$ cat src/rtl/cla_seq_adder_if.sv
// Handshake and operand/result bundle for the sequential carry-lookahead adder.
// The bench drives the master side; the adder is the slave.
interface cla_seq_adder_if #(
  parameter int NIBBLES = 4
);
  localparam int WIDTH = 4 * NIBBLES;

  logic             start;
  logic             sub;
  logic             cin;
  logic [WIDTH-1:0] a;
  logic [WIDTH-1:0] b;
  logic             busy;
  logic             done;
  logic [WIDTH-1:0] sum;
  logic             cout;
  logic             ovf;

  modport master (
    output start, sub, cin, a, b,
    input  busy, done, sum, cout, ovf
  );

  modport slave (
    input  start, sub, cin, a, b,
    output busy, done, sum, cout, ovf
  );
endinterface

$ cat src/rtl/cla_seq_adder.sv
// Multi-cycle WIDTH-bit add/subtract built from one 4-bit carry-lookahead slice,
// processing one nibble per clock, LSB first, with a start/busy/done handshake.
module cla_seq_adder #(
  parameter int NIBBLES = 4
) (
  input logic            clk,
  input logic            rst_n,
  cla_seq_adder_if.slave bus
);
  localparam int WIDTH = 4 * NIBBLES;
  localparam int IDXW  = (NIBBLES > 1) ? $clog2(NIBBLES) : 1;

  typedef enum logic [1:0] {IDLE, RUN, DONE} state_t;

  state_t           state_q, state_d;
  logic [IDXW-1:0]  idx_q;
  logic             carry_q;
  logic [WIDTH-1:0] a_q, b_q, work_q, sum_q;
  logic             cout_q, ovf_q;

  logic             accept, last;
  logic [3:0]       a_nib [NIBBLES];
  logic [3:0]       b_nib [NIBBLES];
  logic [3:0]       nib_a, nib_b, nib_g, nib_p, nib_s;
  logic [4:0]       nib_c;
  logic [WIDTH-1:0] full_res;

  // Splice the current slice output into the working word at the active nibble.
  genvar gi;
  generate
    for (gi = 0; gi < NIBBLES; gi++) begin : g_nib
      assign a_nib[gi] = a_q[gi*4 +: 4];
      assign b_nib[gi] = b_q[gi*4 +: 4];
      assign full_res[gi*4 +: 4] = (idx_q == IDXW'(gi)) ? nib_s : work_q[gi*4 +: 4];
    end
  endgenerate

  assign nib_a = a_nib[idx_q];
  assign nib_b = b_nib[idx_q];
  assign nib_g = nib_a & nib_b;
  assign nib_p = nib_a ^ nib_b;

  assign nib_c[0] = carry_q;
  assign nib_c[1] = nib_g[0] | (nib_p[0] & carry_q);
  assign nib_c[2] = nib_g[1] | (nib_p[1] & nib_g[0]) | (nib_p[1] & nib_p[0] & carry_q);
  assign nib_c[3] = nib_g[2] | (nib_p[2] & nib_g[1]) | (nib_p[2] & nib_p[1] & nib_g[0])
                  | (nib_p[2] & nib_p[1] & nib_p[0] & carry_q);
  assign nib_c[4] = nib_g[3] | (nib_p[3] & nib_g[2]) | (nib_p[3] & nib_p[2] & nib_g[1])
                  | (nib_p[3] & nib_p[2] & nib_p[1] & nib_g[0])
                  | (nib_p[3] & nib_p[2] & nib_p[1] & nib_p[0] & carry_q);
  assign nib_s    = nib_p ^ nib_c[3:0];

  assign last   = (idx_q == IDXW'(NIBBLES - 1));
  assign accept = (state_q != RUN) && bus.start;

  always_comb begin
    state_d = state_q;
    case (state_q)
      IDLE:    if (bus.start) state_d = RUN;
      RUN:     if (last) state_d = DONE;
      DONE:    state_d = bus.start ? RUN : IDLE;
      default: state_d = IDLE;
    endcase
  end

  always_ff @(posedge clk) begin
    if (!rst_n) begin
      state_q <= IDLE;
      idx_q   <= '0;
      carry_q <= 1'b0;
      a_q     <= '0;
      b_q     <= '0;
      work_q  <= '0;
      sum_q   <= '0;
      cout_q  <= 1'b0;
      ovf_q   <= 1'b0;
    end else begin
      state_q <= state_d;
      if (accept) begin
        a_q     <= bus.a;
        b_q     <= bus.sub ? ~bus.b : bus.b;
        carry_q <= bus.sub ? 1'b1 : bus.cin;
        idx_q   <= '0;
      end else if (state_q == RUN) begin
        work_q  <= full_res;
        carry_q <= nib_c[4];
        if (!last) begin
          idx_q <= idx_q + 1'b1;
        end else begin
          // Results are only published here, so they hold through the next RUN.
          sum_q  <= full_res;
          cout_q <= nib_c[4];
          ovf_q  <= (a_q[WIDTH-1] == b_q[WIDTH-1]) && (full_res[WIDTH-1] != a_q[WIDTH-1]);
        end
      end
    end
  end

  assign bus.busy = (state_q == RUN);
  assign bus.done = (state_q == DONE);
  assign bus.sum  = sum_q;
  assign bus.cout = cout_q;
  assign bus.ovf  = ovf_q;
endmodule
$ cat src/flat_wrapper.sv
// flat-port wrapper written by rule: the top's interface ports become plain ports
module cla_seq_adder_flat 
#(
  parameter int NIBBLES = 4
)
  (clk, rst_n, bus_start, bus_sub, bus_cin, bus_a, bus_b, bus_busy, bus_done, bus_sum, bus_cout, bus_ovf);
  cla_seq_adder_if #(.NIBBLES(NIBBLES)) bus_i ();
  input logic clk;
  input logic rst_n;
  input wire logic [$bits(bus_i.start)-1:0] bus_start;
  input wire logic [$bits(bus_i.sub)-1:0] bus_sub;
  input wire logic [$bits(bus_i.cin)-1:0] bus_cin;
  input wire logic [$bits(bus_i.a)-1:0] bus_a;
  input wire logic [$bits(bus_i.b)-1:0] bus_b;
  output wire logic [$bits(bus_i.busy)-1:0] bus_busy;
  output wire logic [$bits(bus_i.done)-1:0] bus_done;
  output wire logic [$bits(bus_i.sum)-1:0] bus_sum;
  output wire logic [$bits(bus_i.cout)-1:0] bus_cout;
  output wire logic [$bits(bus_i.ovf)-1:0] bus_ovf;
  assign bus_i.start = bus_start;
  assign bus_i.sub = bus_sub;
  assign bus_i.cin = bus_cin;
  assign bus_i.a = bus_a;
  assign bus_i.b = bus_b;
  assign bus_busy = bus_i.busy;
  assign bus_done = bus_i.done;
  assign bus_sum = bus_i.sum;
  assign bus_cout = bus_i.cout;
  assign bus_ovf = bus_i.ovf;
  cla_seq_adder #(.NIBBLES(NIBBLES)) u_core (.clk(clk), .rst_n(rst_n), .bus(bus_i));
endmodule
$ cat config.mk
export PLATFORM = sky130hd
export DESIGN_NAME = cla_seq_adder_flat
export DESIGN_NICKNAME = d
export VERILOG_FILES = /design/src/rtl/cla_seq_adder_if.sv /design/src/rtl/cla_seq_adder.sv /design/src/flat_wrapper.sv
export SDC_FILE = /design/constraint.sdc
export NUM_CORES = 1
export LEC_CHECK = 0
export ABC_AREA = 1
export BUFFER_PORTS_ARGS = -buffer_cell sky130_fd_sc_hd__buf_4
export CAP_MARGIN = 20
export CORE_MARGIN = 2
export CORE_UTILIZATION = 55
export CTS_CLUSTER_SIZE = 30
export DETAILED_ROUTE_END_ITERATION = 16
export GPL_TIMING_DRIVEN = 0
export PLACE_DENSITY = 0.79
export SYNTH_ARGS = -nofsm -noshare
export SYNTH_HDL_FRONTEND = slang
export SYNTH_SLANG_ARGS = --single-unit
$ cat constraint.sdc
create_clock -name clk -period 2.7 [get_ports clk]
set_input_delay 0.54 -clock clk [delete_from_list [all_inputs] [get_ports clk]]
set_output_delay 0.54 -clock clk [all_outputs]
set_load 0.1 [all_outputs]
==> results of run 1 <==
[path summary, 6_finish.rpt]
kind,end,slack (ns),cells past startpoint
setup / recovery,u_core.work_q[1],0.19,10
hold / removal,u_core.a_q[15],0.42,3
setup reg to reg,u_core.work_q[1],0.19,10
hold reg to reg,u_core.bus.sum[2],0.46,2
[state kept, by name, indices dropped and copies added (netlist names)]
register / flops
u_core.carry_q: 1
u_core.work_q: 13
u_core.bus.cout: 1
u_core.state_q: 2
u_core.a_q: 16
u_core.bus.ovf: 1
u_core.idx_q: 2
u_core.b_q: 16
u_core.bus.sum: 16
[kinds of logic after synthesis]
kind of cell / after synthesis / share of synthesized area, %
muxes: 3 / 0.961
buffers and inverters: 56 / 8.09
DFF: 68 / 43.6
adders and majority gates: 9 / 3.84
and+or+nand+nor: 161 / 22.2
AOI/OAI and AO/OA: 94 / 16.3
xor gates and xnor gates: 18 / 5.05
[metrics by stage]
| stage | instance area (µm²) | hold WS, ns |
|---|---|---|
| global placement | 3630 | 0.439 |
| global route | 3830 | 0.428 |
| CTS | 3800 | 0.413 |
| floorplan | 3120 | 0.448 |
| detailed placement | 3630 | 0.449 |
| finish | 3830 | 0.419 |
[worst register-to-register path: stages, from the launching register on]
cell      delay, ns
dfxtp_2        0.44
inv_1          0.11
clkbuf_2       0.22
a32oi_1        0.34
inv_1          0.12
fa_1           0.48
xnor2_2        0.19
mux2i_1        0.25
nand2_1        0.09
o211ai_1       0.10
inv_1          0.07
[layer usage]
layer / vias up / share of wire [%] / global-route usage (%)
met5: - / 0 / 0
met4: 0 / 2.2 / 12.1
met3: 13 / 4.1 / 4.52
met2: 64 / 49 / 41.7
met1: 1292 / 45 / 30.0
li1: 1475 / - / -
[layout by cell type, fill, tap and decap left out, types with 8 or more instances in the layout]
master	count
inv_1	30
nand3_1	27
clkbuf_8	11
a21oi_1	10
buf_2	8
buf_4	58
nand2_1	65
dfxtp_1	67
o21ai_1	11
xnor2_1	16
nor2_1	62
o21ai_0	55
[repair_timing]
item	in CTS	in global routing
hold buffers	0	0
setup buffers	0	1
setup endpoints to repair	3	20
resized for setup	2	9
[power by group]
part / internal [mW] / switching, mW / total, mW
clock: 0.376 / 0.360 / 0.736
sequential: 1.07 / 0.0350 / 1.10
combinational: 0.181 / 0.269 / 0.451
total: 1.62 / 0.664 / 2.29
[cell type report]
class,count,area share (%)
Sequential cell,68,35.6
Buffer,21,3.37
Inverter,35,3.53
Timing Repair Buffer,56,11.0
Multi-Input combinational cell,285,39.7
Clock inverter,2,0.262
Tap cell,72,2.35
Clock buffer,13,4.15
==> impl_metrics.env, run 1 <==
export IMPL_yosysTopAreaCell="dfxtp_1"
export IMPL_min_path_type="input port to flop"
export IMPL_fin_skew_ns=0.00850
export IMPL_synth_net_count=455
export IMPL_postRouteAntennaNets=0
export IMPL_io_pins=57
export IMPL_cts_buffers=9
export IMPL_startpoint_type="flop"
export IMPL_n_antenna_cell=0
export IMPL_die_w_um=79.4
export IMPL_nFillCells=509
export IMPL_critPathArrivalTime_ns=2.75
export IMPL_worst_slack_ns=0.194
export IMPL_clock_sinks=68
export IMPL_preCtsSetupSlack_ns=0.0143
export IMPL_tritoncts="done"
export IMPL_path_max_fanout=11
export IMPL_slowest_stage="fa_1"
export IMPL_hold_start="bus_a[15]"
export IMPL_max_stage_delay_ns=0.48
export IMPL_clk_pin_slew_ns=0.07
export IMPL_synth_main_ff_cell="dfxtp_1"
export IMPL_relSlewSlack_pct=69.0
export IMPL_syn2layout_area_growth_pct=22.5
export IMPL_setup_violations=0
export IMPL_die_h_um=79.4
export IMPL_status="complete, no violations"
export IMPL_ir_worst_vdd_v=0.000369
export IMPL_path_buf_inv=4
export IMPL_yosysWarnings=0
export IMPL_antenna_found_initial=0
export IMPL_crit_chain="inv_1 > clkbuf_2 > a32oi_1 > inv_1 > fa_1 > xnor2_2 > mux2i_1 > nand2_1 > o211ai_1 > inv_1"
export IMPL_gr_total_overflow=0
export IMPL_grt_pass1_wl_um=12100
export IMPL_power_leakage_nw=1.76
export IMPL_drt_pass1_iter_count=5
export IMPL_syn_inst=409
export IMPL_post_drt_wl_per_cell_um=13.1
export IMPL_yosysSeqAreaShare_pct=43.6
export IMPL_start_util_pct=56.7
export IMPL_synth_edf_count=0
export IMPL_p_total_mw=2.29
export IMPL_maxCapViolations=0
export IMPL_syn_area_mm2=0.00312
export IMPL_ys_ff_latch=68
export IMPL_drt_first_iter_violations=96
export IMPL_syn_area_per_cell_um2=7.64
export IMPL_clk_path_buf_depth=2
export IMPL_tightest_slew_ns=0.465
export IMPL_seq_area_mm2=0.00136
export IMPL_core_area_mm2=0.00551
export IMPL_synth_area_leaders="dfxtp_1 (44%), o21ai_0 (8.8%), nand2_1 (7.8%), nor2_1 (7.4%), xnor2_1 (4.8%)"
export IMPL_grt_total_usage_pct=24.6
export IMPL_multi_input_area_mm2=0.00152
export IMPL_grt_start_max_net_pins=12
export IMPL_first_global_vias=2679
export IMPL_required_ns=2.94
export IMPL_htree_num_levels=3
export IMPL_instances_no_fill=552
export IMPL_num_rows=27
export IMPL_drive_gt1_share_pct=20.6
export IMPL_cts_root_buf="clkbuf_8"
export IMPL_cp_top_family="buffers and inverters"
export IMPL_dp_hpwl_um=5360
export IMPL_yosysMostFrequentCell="dfxtp_1"
export IMPL_min_period_over_period_pct=92.8
export IMPL_fin_crit_ns=2.51
export IMPL_drc=0
export IMPL_via_count=2844
export IMPL_finalNetCount=522
export IMPL_die_area_mm2=0.00630
export IMPL_yosys_area_top_type_share_pct=43.6
export IMPL_crit_path_frequent_cell="inv_1"
export IMPL_via_per_inst=5.15
export IMPL_synth_lib_cells_used_distinct=33
export IMPL_synthArstFlopShare_pct=0
export IMPL_hold_viol_final=0
export IMPL_slew_viol_final=0
export IMPL_startpoint="u_core.idx_q[1]"
export IMPL_critPathKind="flop to flop"
export IMPL_clk_latency_ns=0.35
export IMPL_routed_wirelength_um=7250
export IMPL_synth_common_cells="dfxtp_1 (68), nand2_1 (65), nor2_1 (62)"
export IMPL_crit_path_end_kind="flop"
export IMPL_io_buffers=55
export IMPL_setup_tns_ns=0
export IMPL_powerDensity_mw_per_mm2=598
export IMPL_post_route_util_pct=69.5
export IMPL_r2r_start="u_core.idx_q[1]"
export IMPL_dp_cells=536
export IMPL_place_gp_congestion=0.819
export IMPL_rsz0062_at_grt="true"
export IMPL_fmax_mhz=399
Power figures use the tool's default switching activity.
==> run 2: changes to the inputs <==
--- a/config.mk
+++ b/config.mk
@@ -8,6 +8,7 @@
 export ABC_AREA = 1
 export BUFFER_PORTS_ARGS = -buffer_cell sky130_fd_sc_hd__buf_4
 export CAP_MARGIN = 20
+export CORE_ASPECT_RATIO = 1.5
 export CORE_MARGIN = 2
 export CORE_UTILIZATION = 55
 export CTS_CLUSTER_SIZE = 30
==> run 2 against run 1 <==
  * Clock skew is 0.00072 ns lower
  * Sequential cell count is the same
  * Clock-buffer cell count unchanged
  * Die area is 0.19% higher
  * Critical path depth is 5 higher
  * Routed wire length increased by 0.77%
  * Sequential power hardly changed
  * Register-to-register slack hardly changed
  * Largest power group unchanged
==> impl_metrics.env, run 2 (synthesis results as in run 1) <==
export IMPL_grt_start_max_net_pins=12
export IMPL_htree_num_levels=3
export IMPL_status="complete, no violations"
export IMPL_clk_pin_slew_ns=0.07
export IMPL_crit_chain="buf_6 > clkinvlp_4 > clkbuf_4 > o21ai_0 > o22ai_1 > ha_1 > or2_0 > nand2_1 > nand2_1 > nand2_2 > nand3_1 > o21ai_1 > nand2_1 > nand2_1 > inv_1"
export IMPL_p_total_mw=2.37
export IMPL_tritoncts="done"
export IMPL_required_ns=2.95
export IMPL_post_drt_wl_per_cell_um=13.3
export IMPL_io_buffers=55
export IMPL_finalNetCount=523
export IMPL_postRouteAntennaNets=0
export IMPL_n_antenna_cell=0
export IMPL_grt_total_usage_pct=25.4
export IMPL_cts_buffers=9
export IMPL_die_area_mm2=0.00631
export IMPL_drt_pass1_iter_count=5
export IMPL_start_util_pct=56.9
export IMPL_power_leakage_nw=1.77
export IMPL_crit_path_frequent_cell="nand2_1"
export IMPL_first_global_vias=2775
export IMPL_tightest_slew_ns=0.472
export IMPL_io_pins=57
export IMPL_cp_top_family="simple AND/OR/NAND/NOR gates"
export IMPL_syn2layout_area_growth_pct=23.5
export IMPL_gr_total_overflow=0
export IMPL_fin_skew_ns=0.00778
export IMPL_place_gp_congestion=0.909
export IMPL_mostFrequentLayoutCell="dfxtp_1"
export IMPL_cts_root_buf="clkbuf_8"
export IMPL_fin_crit_ns=2.52
export IMPL_powerDensity_mw_per_mm2=615
export IMPL_setup_tns_ns=0
export IMPL_fmax_mhz=397
export IMPL_min_period_over_period_pct=93.2
export IMPL_clock_sinks=68
export IMPL_startpoint="u_core.idx_q[0]"
export IMPL_drive_gt1_share_pct=21.0
export IMPL_r2r_start="u_core.idx_q[0]"
export IMPL_die_h_um=96.3
export IMPL_max_stage_delay_ns=0.35
export IMPL_setup_violations=0
export IMPL_via_per_inst=5.33
export IMPL_relSlewSlack_pct=68.5
export IMPL_startpoint_type="flop"
export IMPL_via_count=2939
export IMPL_slew_viol_final=0
export IMPL_ir_worst_vdd_v=0.000440
export IMPL_crit_path_end_kind="flop"
export IMPL_hold_viol_final=0
export IMPL_clk_latency_ns=0.36
export IMPL_drc=0
export IMPL_routed_wirelength_um=7310
export IMPL_final_cell_mix="dfxtp_1 (66), nand2_1 (64), nor2_1 (62)"
export IMPL_nFillCells=466
export IMPL_num_rows=33
export IMPL_clk_path_buf_depth=2
export IMPL_critPathArrivalTime_ns=2.77
export IMPL_path_max_fanout=11
export IMPL_core_area_mm2=0.00549
export IMPL_slowest_stage="dfxtp_2"
export IMPL_maxCapViolations=0
export IMPL_critPathKind="flop to flop"
export IMPL_hold_start="bus_a[0]"
export IMPL_path_buf_inv=4
export IMPL_antenna_found_initial=0
export IMPL_min_path_type="input port to flop"
export IMPL_dp_hpwl_um=5390
export IMPL_drt_first_iter_violations=165
export IMPL_cts_hold_buf=0
export IMPL_die_w_um=65.5
export IMPL_post_route_util_pct=70.2
export IMPL_grt_pass1_wl_um=12200
run 2: cell count changes in the layout (fill, tap and decap cells not counted), sizes merged:
cell / delta
clkinvlp: +1
bufinv: +1
inv: -1
buf: +1
clkinv: -1
run 2: what timing repair did:
| item | CTS | global route |
|---|---|---|
| setup buffers | 0 | 3 |
| gates resized for setup | 2 | 9 |
| pin swaps | 0 | 0 |
| gates cloned | 0 | 0 |
| endpoints found under the setup margin | 7 | 21 |
run 2: final timing paths:
kind	to	slack [ns]	cells after the start
worst min register to register	u_core.bus.sum[6]	0.45	2
worst max register to register	u_core.work_q[7]	0.18	15
worst min-delay path	u_core.a_q[0]	0.40	3
worst max-delay path	u_core.work_q[7]	0.18	15
run 2: layer usage:
layer / global-route usage (%) / up-vias / wire length (µm)
li1: - / 1478 / -
met1: 26.6 / 1363 / 2890
met2: 47.7 / 85 / 3910
met3: 4.68 / 13 / 311
met4: 12.7 / 0 / 193
met5: 0 / - / 0
run 2: area by class of cell:
type / instances / area (µm²) / area share [%]
multi-input cells: 285 / 1520 / 39.4
clock buffers: 13 / 149 / 3.86
inverters: 35 / 139 / 3.60
clock inverters: 2 / 35.0 / 0.908
well taps: 70 / 87.6 / 2.27
flip-flops and latches: 68 / 1360 / 35.4
repair buffers: 58 / 435 / 11.3
plain buffers: 20 / 128 / 3.31
run 2: power by group:
part | switching [mW] | leakage [nW] | internal, mW
Combinational | 0.273 | 1.12 | 0.183
Sequential | 0.0356 | 0.558 | 1.07
Clock | 0.367 | 0.0935 | 0.446
Total | 0.676 | 1.77 | 1.70
run 2: through the flow:
step	worst slack (ns)	hold WS, ns	cells	cell area (µm²)
after floorplan	0.441	0.448	409	3120
after global routing	-0.00314	0.421	551	3860
after detailed placement	-0.0801	0.444	534	3620
final	0.184	0.401	551	3860
after global placement	-0.0153	0.437	534	3620
after CTS	0.00934	0.408	549	3820
run 2: worst min-delay path, cell delays in order:
cell	delay [ns]
buf_4	0.08
nor2_1	0.03
nor2_1	0.08
==> run 3: changes to the inputs <==
--- a/config.mk
+++ b/config.mk
@@ -9,7 +9,6 @@
 export BUFFER_PORTS_ARGS = -buffer_cell sky130_fd_sc_hd__buf_4
 export CAP_MARGIN = 20
 export CORE_ASPECT_RATIO = 1.5
-export CORE_MARGIN = 2
 export CORE_UTILIZATION = 55
 export CTS_CLUSTER_SIZE = 30
 export DETAILED_ROUTE_END_ITERATION = 16
==> constraint.sdc (replaced) <==
create_clock -name clk -period 2.7 [get_ports clk]
set_input_delay 0.54 -clock clk [delete_from_list [all_inputs] [get_ports clk]]
set_output_delay 0.54 -clock clk [all_outputs]
set_load 0.005 [all_outputs]
==> run 3 against run 2 <==
  * Register-to-register slack worse by 0.03 ns
  * Total power up 13%
  * Non-clock buffer count down 1
  * Sequential cell count unchanged
  * Combinational power down 2%
  * Clock power up 39%
  * Critical endpoint is now u_core.work_q[3]
  * Largest power group is now clock
  * Highest routed layer unchanged
==> impl_metrics.env, run 3 (synthesis results as in run 1) <==
export IMPL_maxCapViolations=0
export IMPL_ff2ff_path_depth=15
export IMPL_grt_pass1_wl_um=12600
export IMPL_finalNetCount=522
export IMPL_cts_buffers=9
export IMPL_tightest_slew_ns=0.441
export IMPL_postRouteAntennaNets=0
export IMPL_post_route_util_pct=72.2
export IMPL_clock_sinks=68
export IMPL_fin_skew_ns=0.00854
export IMPL_num_rows=33
export IMPL_post_drt_wl_per_cell_um=13.7
export IMPL_worst_slack_ns=0.152
export IMPL_htree_num_levels=3
export IMPL_io_pins=57
export IMPL_r2r_end="u_core.work_q[3]"
export IMPL_crit_path_end_kind="flop"
export IMPL_critPathCapture="u_core.work_q[3]"
export IMPL_final_cell_mix="dfxtp_1 (67), nand2_1 (64), nor2_1 (62)"
export IMPL_nFillCells=456
export IMPL_dp_hpwl_um=5440
export IMPL_status="complete, no violations"
export IMPL_fmax_mhz=392
export IMPL_syn2layout_area_growth_pct=26.0
export IMPL_hold_viol_final=0
export IMPL_tritoncts="done"
export IMPL_grt_total_usage_pct=27.3
export IMPL_grt_start_max_net_pins=13
export IMPL_core_area_mm2=0.00545
export IMPL_via_count=2956
export IMPL_startpoint_type="flop"
export IMPL_die_h_um=94.3
export IMPL_routed_wirelength_um=7550
export IMPL_path_max_fanout=11
export IMPL_setup_tns_ns=0
export IMPL_cts_hold_buf=0
export IMPL_min_period_over_period_pct=94.4
export IMPL_r2r_setup_slack_ns=0.15
export IMPL_critPathKind="flop to flop"
export IMPL_start_util_pct=57.3
export IMPL_min_path_type="input port to flop"
export IMPL_io_buffers=55
export IMPL_drt_first_iter_violations=141
export IMPL_drt_pass1_iter_count=5
export IMPL_clk_path_buf_depth=2
export IMPL_die_w_um=63.5
export IMPL_r2r_start="u_core.idx_q[0]"
export IMPL_mostFrequentLayoutCell="dfxtp_1"
export IMPL_drive_gt1_share_pct=21.4
export IMPL_slew_viol_final=0
export IMPL_startpoint="u_core.idx_q[0]"
export IMPL_clk_pin_slew_ns=0.08
export IMPL_n_antenna_cell=0
export IMPL_die_area_mm2=0.00599
export IMPL_clk_latency_ns=0.35
export IMPL_gr_total_overflow=0
export IMPL_cts_root_buf="clkbuf_8"
export IMPL_via_per_inst=5.36
export IMPL_relSlewSlack_pct=70.6
export IMPL_worst_hold_slack_ns=0.409
export IMPL_critPathArrivalTime_ns=2.80
export IMPL_setup_violations=0
export IMPL_required_ns=2.95
export IMPL_antenna_found_initial=0
export IMPL_p_total_mw=2.68
export IMPL_place_gp_congestion=0.906
export IMPL_powerDensity_mw_per_mm2=680
export IMPL_first_global_vias=2892
export IMPL_drc=0
export IMPL_fin_crit_ns=2.55
export IMPL_ir_worst_vdd_v=0.000589
export IMPL_preCtsSetupSlack_ns=0.0354
export IMPL_power_leakage_nw=1.80
==> run 3: critical path: stages, from the launching register on <==
cell,delay (ns)
dfxtp_1,0.38
buf_6,0.16
clkinvlp_4,0.13
buf_4,0.21
o21ai_2,0.18
o22ai_1,0.11
ha_1,0.33
or2_0,0.25
nand2_1,0.12
nand2_1,0.09
nand2_2,0.09
nand3_1,0.09
o21ai_0,0.13
nand2_1,0.08
nand2_1,0.06
inv_1,0.04
==> run 3: how the worst min path moves through the flow <==
stage	startpoint	depth (start not counted)	slack, ns	end
2_1_floorplan	u_core.bus.sum[13]	2	0.44	u_core.bus.sum[13]
3_3_place_gp	u_core.bus.sum[13]	2	0.44	u_core.bus.sum[13]
3_5_place_dp	u_core.bus.sum[15]	2	0.45	u_core.bus.sum[15]
4_1_cts	bus_a[14]	3	0.40	u_core.a_q[14]
5_1_grt	bus_a[13]	3	0.41	u_core.a_q[13]
6_report	bus_a[14]	3	0.41	u_core.a_q[14]
==> run 3: timing repair <==
item,CTS,global route
buffers inserted,0,1
endpoints found under the hold margin,0,0
resized for setup,1,14
endpoints found under the setup margin,2,23
==> run 3: final cells by class <==
cell class / count / area (µm²) / area share [%]
Buffer: 21 / 133 / 3.37
Clock buffer: 10 / 138 / 3.50
Clock inverter: 6 / 135 / 3.43
Inverter: 35 / 135 / 3.43
Multi-Input combinational cell: 285 / 1520 / 38.7
Sequential cell: 68 / 1360 / 34.6
Tap cell: 70 / 87.6 / 2.23
Timing Repair Buffer: 56 / 420 / 10.7
==> run 3: metrics by stage <==
step / instances / instance area [µm²]
after floorplan: 409 / 3120
after global placement: 534 / 3620
after detailed placement: 534 / 3620
after CTS: 550 / 3900
after global routing: 551 / 3940
final: 551 / 3940
==> run 3: layer usage <==
| metal | GRT usage (%) | part of all wire, % |
|---|---|---|
| met2 | 50.3 | 53 |
| met3 | 7.04 | 5.1 |
| met5 | 0 | 0 |
| met4 | 15.0 | 3.8 |
| met1 | 27.6 | 38 |
==> run 3: power by group <==
part           switching [mW]  internal, mW
clock                   0.395         0.732
combinational           0.266         0.182
sequential             0.0380          1.07
